File: config.mk
export PLATFORM = sky130hd
export DESIGN_NAME = ir_cmd_scheduler
export DESIGN_NICKNAME = d
export VERILOG_FILES = /design/src/rtl/ir_cmd_scheduler.sv
export SDC_FILE = /design/constraint.sdc
export NUM_CORES = 1
export LEC_CHECK = 0
export CAP_MARGIN = 20
export CORE_ASPECT_RATIO = 0.75
export CORE_MARGIN = 2
export CORE_UTILIZATION = 50
export DETAILED_ROUTE_END_ITERATION = 8
export DONT_BUFFER_PORTS = 1
export GPL_TIMING_DRIVEN = 0
export PLACE_DENSITY = 0.73
export SYNTH_ARGS = -nofsm -noshare
export SYNTH_HDL_FRONTEND = slang
export SYNTH_SLANG_ARGS = --single-unit
File: constraint.sdc
create_clock -name iCLK -period 8.65 [get_ports iCLK]
set_clock_uncertainty 0.15 [all_clocks]
set_input_delay 0.865 -clock iCLK [delete_from_list [all_inputs] [get_ports iCLK]]
set_output_delay 0.865 -clock iCLK [all_outputs]
set_load 0.01 [all_outputs]
File: src/rtl/ir_cmd_scheduler.sv
`default_nettype none
// ============================================================================
// Module   : ir_cmd_scheduler
// Purpose  : Captures validated NEC IR frames, filters them by address,
//            unmapped key and per-key holdoff, maps keys to game commands,
//            and buffers them in a 4-entry FWFT FIFO. START flushes the FIFO.
// Revision : 1.0 - initial release
// ============================================================================
module ir_cmd_scheduler #(
    parameter logic [15:0] ADDR        = 16'hFF00,
    parameter bit          ADDR_CHECK  = 1'b1,
    parameter logic [7:0]  KEY_FLAP    = 8'h1A,
    parameter logic [7:0]  KEY_PAUSE   = 8'h16,
    parameter logic [7:0]  KEY_START   = 8'h12,
    parameter bit          PASS_OTHER  = 1'b0,
    parameter int unsigned HOLDOFF_CYC = 10000000
) (
    input  logic        iCLK,
    input  logic        iRST_n,
    input  logic        iDATA_READY,
    input  logic [31:0] iDATA,
    output logic        oCMD_VALID,
    input  logic        iCMD_READY,
    output logic [1:0]  oCMD,
    output logic [7:0]  oKEY,
    output logic [2:0]  oLEVEL,
    output logic        oOVERFLOW,
    output logic        oREJECT,
    output logic [7:0]  oDROP_CNT
);

    localparam logic [23:0] HOLD_MAX = 24'(HOLDOFF_CYC);

    typedef enum logic [2:0] {
        S_WAIT  = 3'd0,
        S_CHECK = 3'd1,
        S_REJ   = 3'd2,
        S_FLUSH = 3'd3,
        S_PUSH  = 3'd4
    } state_t;

    state_t      state, state_nxt;
    logic        ready_prev;
    logic        new_frame;
    logic [23:0] frame;
    logic        pend;
    logic [23:0] pend_data;
    logic [7:0]  last_key;
    logic        last_valid;
    logic [23:0] hold_cnt;
    logic [9:0]  mem [4];
    logic [1:0]  wr_ptr, rd_ptr;
    logic [2:0]  level;
    logic        ovf_q;
    logic [7:0]  drop_cnt;

    logic [7:0]  key;
    logic        addr_ok, mapped, held;
    logic [1:0]  cmd_code;
    logic        full, pop, push_ok, push_drop, pend_drop;
    logic        unused_inv;

    // The inverted-key byte is already validated by the receiver.
    assign unused_inv = ^iDATA[31:24];

    assign new_frame = iDATA_READY & ~ready_prev;
    assign key       = frame[23:16];
    assign addr_ok   = !ADDR_CHECK || (frame[15:0] == ADDR);
    assign mapped    = (key == KEY_FLAP) || (key == KEY_PAUSE) || (key == KEY_START);
    assign held      = last_valid && (key == last_key) && (hold_cnt < HOLD_MAX);
    assign cmd_code  = (key == KEY_FLAP)  ? 2'd1 :
                       (key == KEY_PAUSE) ? 2'd2 :
                       (key == KEY_START) ? 2'd3 : 2'd0;

    // A pop during FLUSH is discarded so the flush always empties the FIFO.
    assign full      = (level == 3'd4);
    assign pop       = oCMD_VALID && iCMD_READY && (state != S_FLUSH);
    assign push_ok   = (state == S_PUSH) && (!full || pop);
    assign push_drop = (state == S_PUSH) && full && !pop;
    assign pend_drop = new_frame && pend && (state != S_WAIT);

    assign oCMD_VALID = (level != 3'd0);
    assign oCMD       = oCMD_VALID ? mem[rd_ptr][9:8] : 2'd0;
    assign oKEY       = oCMD_VALID ? mem[rd_ptr][7:0] : 8'd0;
    assign oLEVEL     = level;
    assign oREJECT    = (state == S_REJ);
    assign oOVERFLOW  = ovf_q;
    assign oDROP_CNT  = drop_cnt;

    // State register
    always_ff @(posedge iCLK or negedge iRST_n) begin
        if (!iRST_n) state <= S_WAIT;
        else         state <= state_nxt;
    end

    // Next-state logic: classify the latched frame in CHECK
    always_comb begin
        state_nxt = state;
        case (state)
            S_WAIT:  if (new_frame || pend) state_nxt = S_CHECK;
            S_CHECK: begin
                if (!addr_ok || (!mapped && !PASS_OTHER) || held) state_nxt = S_REJ;
                else if (key == KEY_START)                        state_nxt = S_FLUSH;
                else                                              state_nxt = S_PUSH;
            end
            S_REJ:   state_nxt = S_WAIT;
            S_FLUSH: state_nxt = S_PUSH;
            S_PUSH:  state_nxt = S_WAIT;
            default: state_nxt = S_WAIT;
        endcase
    end

    // Frame capture and one-deep pending slot; previous-level register resets high
    always_ff @(posedge iCLK or negedge iRST_n) begin
        if (!iRST_n) begin
            ready_prev <= 1'b1;
            frame      <= 24'd0;
            pend       <= 1'b0;
            pend_data  <= 24'd0;
        end else begin
            ready_prev <= iDATA_READY;
            if (state == S_WAIT) begin
                if (pend) begin
                    frame <= pend_data;
                    pend  <= new_frame;
                    if (new_frame) pend_data <= iDATA[23:0];
                end else if (new_frame) begin
                    frame <= iDATA[23:0];
                end
            end else if (new_frame && !pend) begin
                pend      <= 1'b1;
                pend_data <= iDATA[23:0];
            end
        end
    end

    // Holdoff tracking: restarted only by a successful write
    always_ff @(posedge iCLK or negedge iRST_n) begin
        if (!iRST_n) begin
            last_key   <= 8'h00;
            last_valid <= 1'b0;
            hold_cnt   <= HOLD_MAX;
        end else if (push_ok) begin
            last_key   <= key;
            last_valid <= 1'b1;
            hold_cnt   <= 24'd0;
        end else if (hold_cnt < HOLD_MAX) begin
            hold_cnt   <= hold_cnt + 24'd1;
        end
    end

    // FIFO storage (contents need no reset; outputs are gated by level)
    always_ff @(posedge iCLK) begin
        if (push_ok) mem[wr_ptr] <= {cmd_code, key};
    end

    // FIFO pointers and occupancy
    always_ff @(posedge iCLK or negedge iRST_n) begin
        if (!iRST_n) begin
            wr_ptr <= 2'd0;
            rd_ptr <= 2'd0;
            level  <= 3'd0;
        end else if (state == S_FLUSH) begin
            wr_ptr <= 2'd0;
            rd_ptr <= 2'd0;
            level  <= 3'd0;
        end else begin
            if (push_ok) wr_ptr <= wr_ptr + 2'd1;
            if (pop)     rd_ptr <= rd_ptr + 2'd1;
            level <= level + 3'(push_ok) - 3'(pop);
        end
    end

    // Overflow pulse and saturating drop counter
    always_ff @(posedge iCLK or negedge iRST_n) begin
        if (!iRST_n) begin
            ovf_q    <= 1'b0;
            drop_cnt <= 8'd0;
        end else begin
            ovf_q <= push_drop || pend_drop;
            if ({1'b0, drop_cnt} + 9'(push_drop) + 9'(pend_drop) > 9'd255)
                drop_cnt <= 8'd255;
            else
                drop_cnt <= drop_cnt + 8'(push_drop) + 8'(pend_drop);
        end
    end

endmodule
`default_nettype wire
==> flow_metrics.py, run 1 <==
metrics = {
    "floorplan": {
        "row_count": 36,
        "coreArea_um2": 12900,
        "start_util_pct": 51.0,
        "ios": 60,
        "die_width_um": 137,
        "design.die.area_um2": 14100,
        "fp.dieH_um": 103,
    },
    "run": {
        "max-cap-violations": 0,
    },
    "critical_path": {
        "slowest_delay_ns": 0.45,
        "cp-start-kind": "flip-flop",
        "crit_slowest_cell": "dfrtp_1",
        "timing.rr.start": "state[1]",
        "critPathMostFrequentCell": "buf_2",
        "regToRegSetupSlack_ns": 5.05,
        "arrival_ns": 3.76,
        "r2r_cells": 14,
        "r2r_end": "oLEVEL[2]",
        "cp-end-kind": "flip-flop",
        "critPathBufInv": 5,
        "crit_chain": "and3b_1 > buf_2 > o211ai_1 > and2_1 > buf_2 > clkinv_1 > buf_2 > ha_1 > inv_1 > ha_1 > fa_1 > xnor2_1 > xnor2_1 > nor2_1",
        "worst-setup-path-type": "flip-flop to flip-flop",
        "crit_required_ns": 8.81,
        "worstPathMaxFanout": 10,
        "cp_top_family": "buffers and inverters",
    },
    "grt": {
        "grt_pass1_wl_um": 21700,
        "antenna_found_initial": 0,
        "first_global_vias": 4291,
        "grt_max_degree": 94,
        "gr-total-overflow": 0,
        "grt.total_usage_pct": 20.7,
    },
    "yosys": {
        "synth_seq_cells": 142,
        "synthFlopType": "dfrtp_1",
        "ys_async_sr_fraction_pct": 71.8,
        "syn-instance-count": 554,
        "synth-edff-count": 40,
        "avgSynthCellArea_um2": 11.9,
        "synth_top_area_share_pct": 35.3,
        "synthTopCellsByCount": "93 x dfrtp_1, 73 x nand2_1, 40 x edfxtp_1",
        "synth.distinct_cells": 52,
        "synth.area.top_cells": "dfrtp_1 35%, edfxtp_1 18%, nand2_1 4.2%",
        "yosysMostFrequentCell": "dfrtp_1",
        "netlist_area_um2": 6590,
        "syn_nets": 600,
        "yosysTopAreaCell": "dfrtp_1",
        "yosysSeqAreaShare_pct": 57.1,
        "yosysWarnings": 0,
    },
    "sta": {
        "timing.final.crit_period_ns": 3.60,
        "fin_crit_sh_pct": 41.7,
        "slew_viol_final": 0,
        "hold_viol_final": 0,
        "grt_setup_unrepaired": "false",
        "finalSetupViolations": 0,
        "timing.fmax_mhz": 277,
        "tightest_slew_ns": 0.762,
        "maxSlewHeadroom_pct": 49.2,
        "fin_setup_tns_ns": 0,
    },
    "clock_network": {
        "root_buffer": "clkbuf_16",
        "cts_num_sinks": 142,
        "cts_max_level": 4,
        "ctsLongestPathBuffers": 2,
        "clk_pin_slew_worst_paths_ns": 0.06,
        "tritoncts": "built",
        "numCtsBuffers": 17,
        "post_cts_buffers": 0,
        "clk_latency_ns": 0.42,
    },
    "final_layout": {
        "seqCellArea_um2": 3760,
        "syn2layout_area_growth_pct": 12.8,
        "nFillCells": 1054,
        "multi_input_area_um2": 2640,
        "design_area_um2": 7440,
        "antennaDiodeCount": 0,
        "post-route-util_pct": 57.6,
        "drive_above_1_share_pct": 16.9,
        "fin_nets": 620,
    },
    "route": {
        "drc": 0,
        "drtIter0Drc": 257,
        "drtPass1Iterations": 4,
        "drt_wl_total_um": 13500,
        "vias_per_cell": 5.80,
        "wire_per_inst_um": 17.8,
        "route.vias.total": 4395,
        "postRouteAntennaNets": 0,
    },
    "pwr": {
        "fin_total_pwr_mw": 2.66,
        "power_density_nw_per_um2": 357,
        "p_leak_nw": 2.97,
        "vdd_ir_drop_max_mv": 0.204,
    },
    "placed_design": {
        "placed_area_um2": 6810,
        "port-buffer-count": 0,
        "place_congestion": 0.890,
        "post-dp-hpwl_um": 9040,
    },
    "outcome": {
        "outcome": "finished clean",
    },
    "worst_hold_path": {
        "hold_class": "input pin to asynchronous set/reset pin",
    },
}
## placed cells by master, fill, tap and decap left out, types with 5 or more instances in the layout
cell,synthesis,routed
dfrtp_1,93,93
nand2_1,73,73
edfxtp_1,40,40
o21ai_0,31,31
mux2i_1,26,26
mux2_2,24,24
nand3_1,21,21
a21oi_1,19,19
clkbuf_1,14,17
and2_1,17,17
or4_1,17,17
clkbuf_16,0,17
nor2_1,15,15
xnor2_1,12,12
o31ai_1,12,12
buf_2,10,10
mux4_2,10,10
inv_1,10,10
nor3_1,9,9
dfstp_2,9,9
and3_1,8,8
ha_1,8,8
o21a_1,7,7
or2_2,6,6
or3_1,5,5
nand4_1,5,5
nor4_1,5,5
## final cells by class
type / count / share of cell area, %
Timing Repair Buffer: 1 / 0.370
Sequential cell: 142 / 50.6
Clock inverter: 12 / 2.27
Inverter: 11 / 0.555
Tap cell: 171 / 2.88
Buffer: 29 / 1.93
Multi-Input combinational cell: 372 / 35.5
Clock buffer: 20 / 5.87
## worst max-delay path by stage
stage                from         to  slack [ns]  depth (start not counted)
2_1_floorplan  iCMD_READY  oLEVEL[2]        5.42                         13
3_3_place_gp   iCMD_READY  oLEVEL[2]        5.01                         13
3_5_place_dp   iCMD_READY  oLEVEL[2]        4.97                         13
4_1_cts          state[1]  oLEVEL[2]        5.01                         14
5_1_grt          state[1]  oLEVEL[2]        4.81                         14
6_report         state[1]  oLEVEL[2]        5.05                         14
## logic make-up after synthesis
group           Yosys count  share of synthesized area, %
simple gates            202                          16.2
flops                   142                          57.1
compound gates           84                          8.16
mux                      60                          11.5
buf+inv                  40                          2.81
xor+xnor                 16                          2.13
fa+ha+maj                10                          2.13
## routing by layer
layer	global-route usage, %	vias up	part of all wire [%]
li1	-	2076	-
met1	27.2	2177	44
met2	32.6	127	47
met3	5.95	15	6.9
met4	8.81	0	1.4
met5	0	-	0
## through the flow
step | hold WS (ns) | setup WS [ns] | cells
after floorplan | 0.289 | 5.42 | 554
after global placement | 0.302 | 5.01 | 725
after detailed placement | 0.306 | 4.97 | 725
after CTS | 0.121 | 5.01 | 758
after global routing | 0.118 | 4.81 | 758
final | 0.143 | 5.05 | 758
## sequential cells by signal, summed over array words and instances (netlist names), 2 cells and up
register and flops:
wr_ptr 2, last_key 8, pend_data 24, oLEVEL 3
frame 24, hold_cnt 24, mem 40, rd_ptr 2
state 3, oDROP_CNT 8
## what timing repair did
item / CTS / global route
endpoints found under the hold margin: 93 / 0
hold buffers: 1 / 0
resized for setup: 0 / 0
## report_power, final
part	total, mW	internal (mW)	switching [mW]
combinational	0.749	0.358	0.391
clock	0.749	0.480	0.269
sequential	1.16	0.943	0.214
total	2.66	1.78	0.875
Power figures use the tool's default switching activity.
==> inputs of run 2 (changes only) <==
Settings changed: ABC_AREA set to 1.
Clock period 8.65 ns to 3.5 ns, I/O delays scaled along.
==> flow_metrics.py, run 2 <==
metrics = {
    "outcome": {
        "outcome": "finished clean",
    },
    "pwr": {
        "fin_total_pwr_mw": 6.66,
        "vdd_ir_drop_max_mv": 0.500,
        "p_leak_nw": 3.55,
        "power_density_nw_per_um2": 833,
    },
    "critical_path": {
        "slowest_delay_ns": 0.46,
        "worst-setup-path-type": "flip-flop to flip-flop",
        "cp_top_family": "adder cells",
        "timing.rr.start": "oLEVEL[2]",
        "critPathBufInv": 2,
        "r2r_cells": 12,
        "worstPathMaxFanout": 10,
        "crit_slowest_cell": "dfrtp_1",
        "cp-start-kind": "flip-flop",
        "cp-end-kind": "flip-flop",
        "crit_required_ns": 3.64,
        "arrival_ns": 2.97,
        "regToRegSetupSlack_ns": 0.67,
        "crit_chain": "nor3_2 > nor2_1 > nand2_1 > nand2_1 > nand2_4 > buf_4 > ha_1 > inv_1 > ha_1 > fa_1 > o21ai_0 > a21oi_1",
        "r2r_end": "oLEVEL[2]",
    },
    "final_layout": {
        "antennaDiodeCount": 0,
        "layout_commonest_cell": "nand2_1",
        "largest_reg_flops": 40,
        "fin_nets": 864,
        "syn2layout_area_growth_pct": 15.6,
        "drive_above_1_share_pct": 10.2,
        "regMostFlops": "mem",
        "layout_common_cells": "150 x nand2_1, 105 x nor2_1, 93 x dfrtp_1, 80 x inv_1, 62 x o21ai_0",
    },
    "yosys": {
        "synthTopCellsByCount": "150 x nand2_1, 105 x nor2_1, 93 x dfrtp_1",
        "synth.area.top_cells": "dfrtp_1 34%, edfxtp_1 17%, nand2_1 8.1%",
        "synth_seq_cells": 142,
        "synth-edff-count": 40,
        "syn_nets": 820,
        "yosysSeqAreaShare_pct": 54.5,
        "synth_top_area_share_pct": 33.7,
        "synth.distinct_cells": 39,
        "netlist_area_um2": 6910,
        "yosysMostFrequentCell": "nand2_1",
        "syn-instance-count": 774,
        "yosysWarnings": 0,
        "avgSynthCellArea_um2": 8.93,
        "synthFlopType": "dfrtp_1",
        "ys_async_sr_fraction_pct": 71.8,
        "yosysTopAreaCell": "dfrtp_1",
    },
    "sta": {
        "hold_viol_final": 0,
        "fin_crit_sh_pct": 80.7,
        "grt_setup_unrepaired": "false",
        "tightest_slew_ns": 0.989,
        "finalSetupViolations": 0,
        "fin_setup_tns_ns": 0,
        "timing.fmax_mhz": 354,
        "timing.final.crit_period_ns": 2.83,
        "slew_viol_final": 0,
        "maxSlewHeadroom_pct": 33.8,
    },
    "floorplan": {
        "row_count": 37,
        "start_util_pct": 50.8,
        "design.die.area_um2": 14800,
        "ios": 60,
        "coreArea_um2": 13600,
        "fp.dieH_um": 106,
        "die_width_um": 140,
    },
    "clock_network": {
        "cts_max_level": 4,
        "clk_pin_slew_worst_paths_ns": 0.06,
        "clk_latency_ns": 0.41,
        "cts_num_sinks": 142,
        "numCtsBuffers": 17,
        "root_buffer": "clkbuf_16",
        "tritoncts": "built",
        "ctsLongestPathBuffers": 2,
    },
    "worst_hold_path": {
        "hold_class": "input pin to flip-flop",
        "holdPathEnd": "pend_data[20]",
        "hp-start": "iDATA[20]",
        "whs_path_depth": 2,
    },
    "route": {
        "drtPass1Iterations": 6,
        "postRouteAntennaNets": 0,
        "drt_wl_total_um": 15400,
        "wire_per_inst_um": 15.3,
        "route.vias.total": 5280,
        "drc": 0,
        "drtIter0Drc": 418,
        "vias_per_cell": 5.25,
    },
    "grt": {
        "grt.total_usage_pct": 22.3,
        "first_global_vias": 5009,
        "gr-total-overflow": 0,
        "antenna_found_initial": 0,
        "grt_max_degree": 103,
        "grt_pass1_wl_um": 25700,
    },
    "placed_design": {
        "port-buffer-count": 0,
        "place_congestion": 0.927,
        "post-dp-hpwl_um": 10200,
    },
    "run": {
        "max-cap-violations": 0,
    },
}
[run 2: cell types whose count changed in the layout (fill, tap and decap cells not counted), sizes merged, moves of 12 or more]
cell,previous run,this run
o21ai,31,85
xor2,4,16
inv,10,88
o211ai,4,16
nand3,22,53
o31ai,12,0
mux2i,26,0
nor2,16,108
and2,17,0
dlygate4sd3,0,24
nand2,73,155
or4,18,0
mux2,24,9
[run 2: worst reg2reg max path, delay by kind of cell, from the launching register on]
family,cells,cell delay (ns)
adder cells (fa/ha/maj),3,0.88
AND/OR/NAND/NOR,5,0.74
flip-flops,1,0.46
buffers and inverters,2,0.25
AO/OA/AOI/OAI,2,0.25
[run 2: stage by stage]
stage / util, % / area [um^2] / cells / hold slack (ns) / setup WS [ns]
after floorplan: - / 6910 / 774 / -0.0956 / 1.01
after global placement: 52.4 / 7130 / 949 / -0.0923 / 0.712
after detailed placement: 52.4 / 7130 / 949 / -0.0924 / 0.681
after CTS: 58.7 / 7990 / 1006 / 0.0175 / 0.668
after global routing: 58.7 / 7990 / 1006 / 0.0251 / 0.291
final: 58.7 / 7990 / 1006 / 0.0266 / 0.674
[run 2: layer usage]
layer / GRT usage, % / vias to the layer above / wire [um]
met3: 6.09 / 7 / 1110
met1: 33.2 / 2489 / 7450
met2: 32.8 / 148 / 6670
li1: - / 2636 / -
met4: 4.79 / 0 / 131
met5: 0 / - / 0
[run 2: timing repair]
item	in CTS	in global routing
resized for setup	0	0
setup buffers	0	0
hold buffers	25	0
endpoints found under the hold margin	133	0
setup endpoints to repair	0	0
[run 2: worst max path at each step]
stage / cells after the start / end / from / slack, ns
after global placement: 12 / oLEVEL[2] / oLEVEL[2] / 0.71
after global routing: 15 / oDROP_CNT[4] / oLEVEL[2] / 0.29
after detailed placement: 12 / oLEVEL[2] / oLEVEL[2] / 0.68
final: 12 / oLEVEL[2] / oLEVEL[2] / 0.67
after CTS: 12 / oLEVEL[2] / oLEVEL[2] / 0.67
after floorplan: 12 / oLEVEL[2] / oLEVEL[2] / 1.01
[run 2: cell families after synthesis]
logic type               share of synthesized area, %
multiplexers                                     1.85
buffers and inverters                            7.06
AO/OA/AOI/OAI                                    10.2
XOR/XNOR                                         2.79
AND/OR/NAND/NOR                                  21.6
flip-flops                                       54.5
adder cells (fa/ha/maj)                          2.03
[run 2: where the power goes]
group          switching, mW  internal, mW
clock                  0.724          1.06
combinational           1.42         0.811
sequential             0.396          2.24
total                   2.54          4.12
[run 2: area by class of cell]
class	count	area, um^2
inverters	85	322
repair buffers	25	268
clock buffers	18	429
flip-flops and latches	142	3760
multi-input cells	516	2660
fillers	1211	5620
clock inverters	14	161
plain buffers	31	166
well taps	175	219
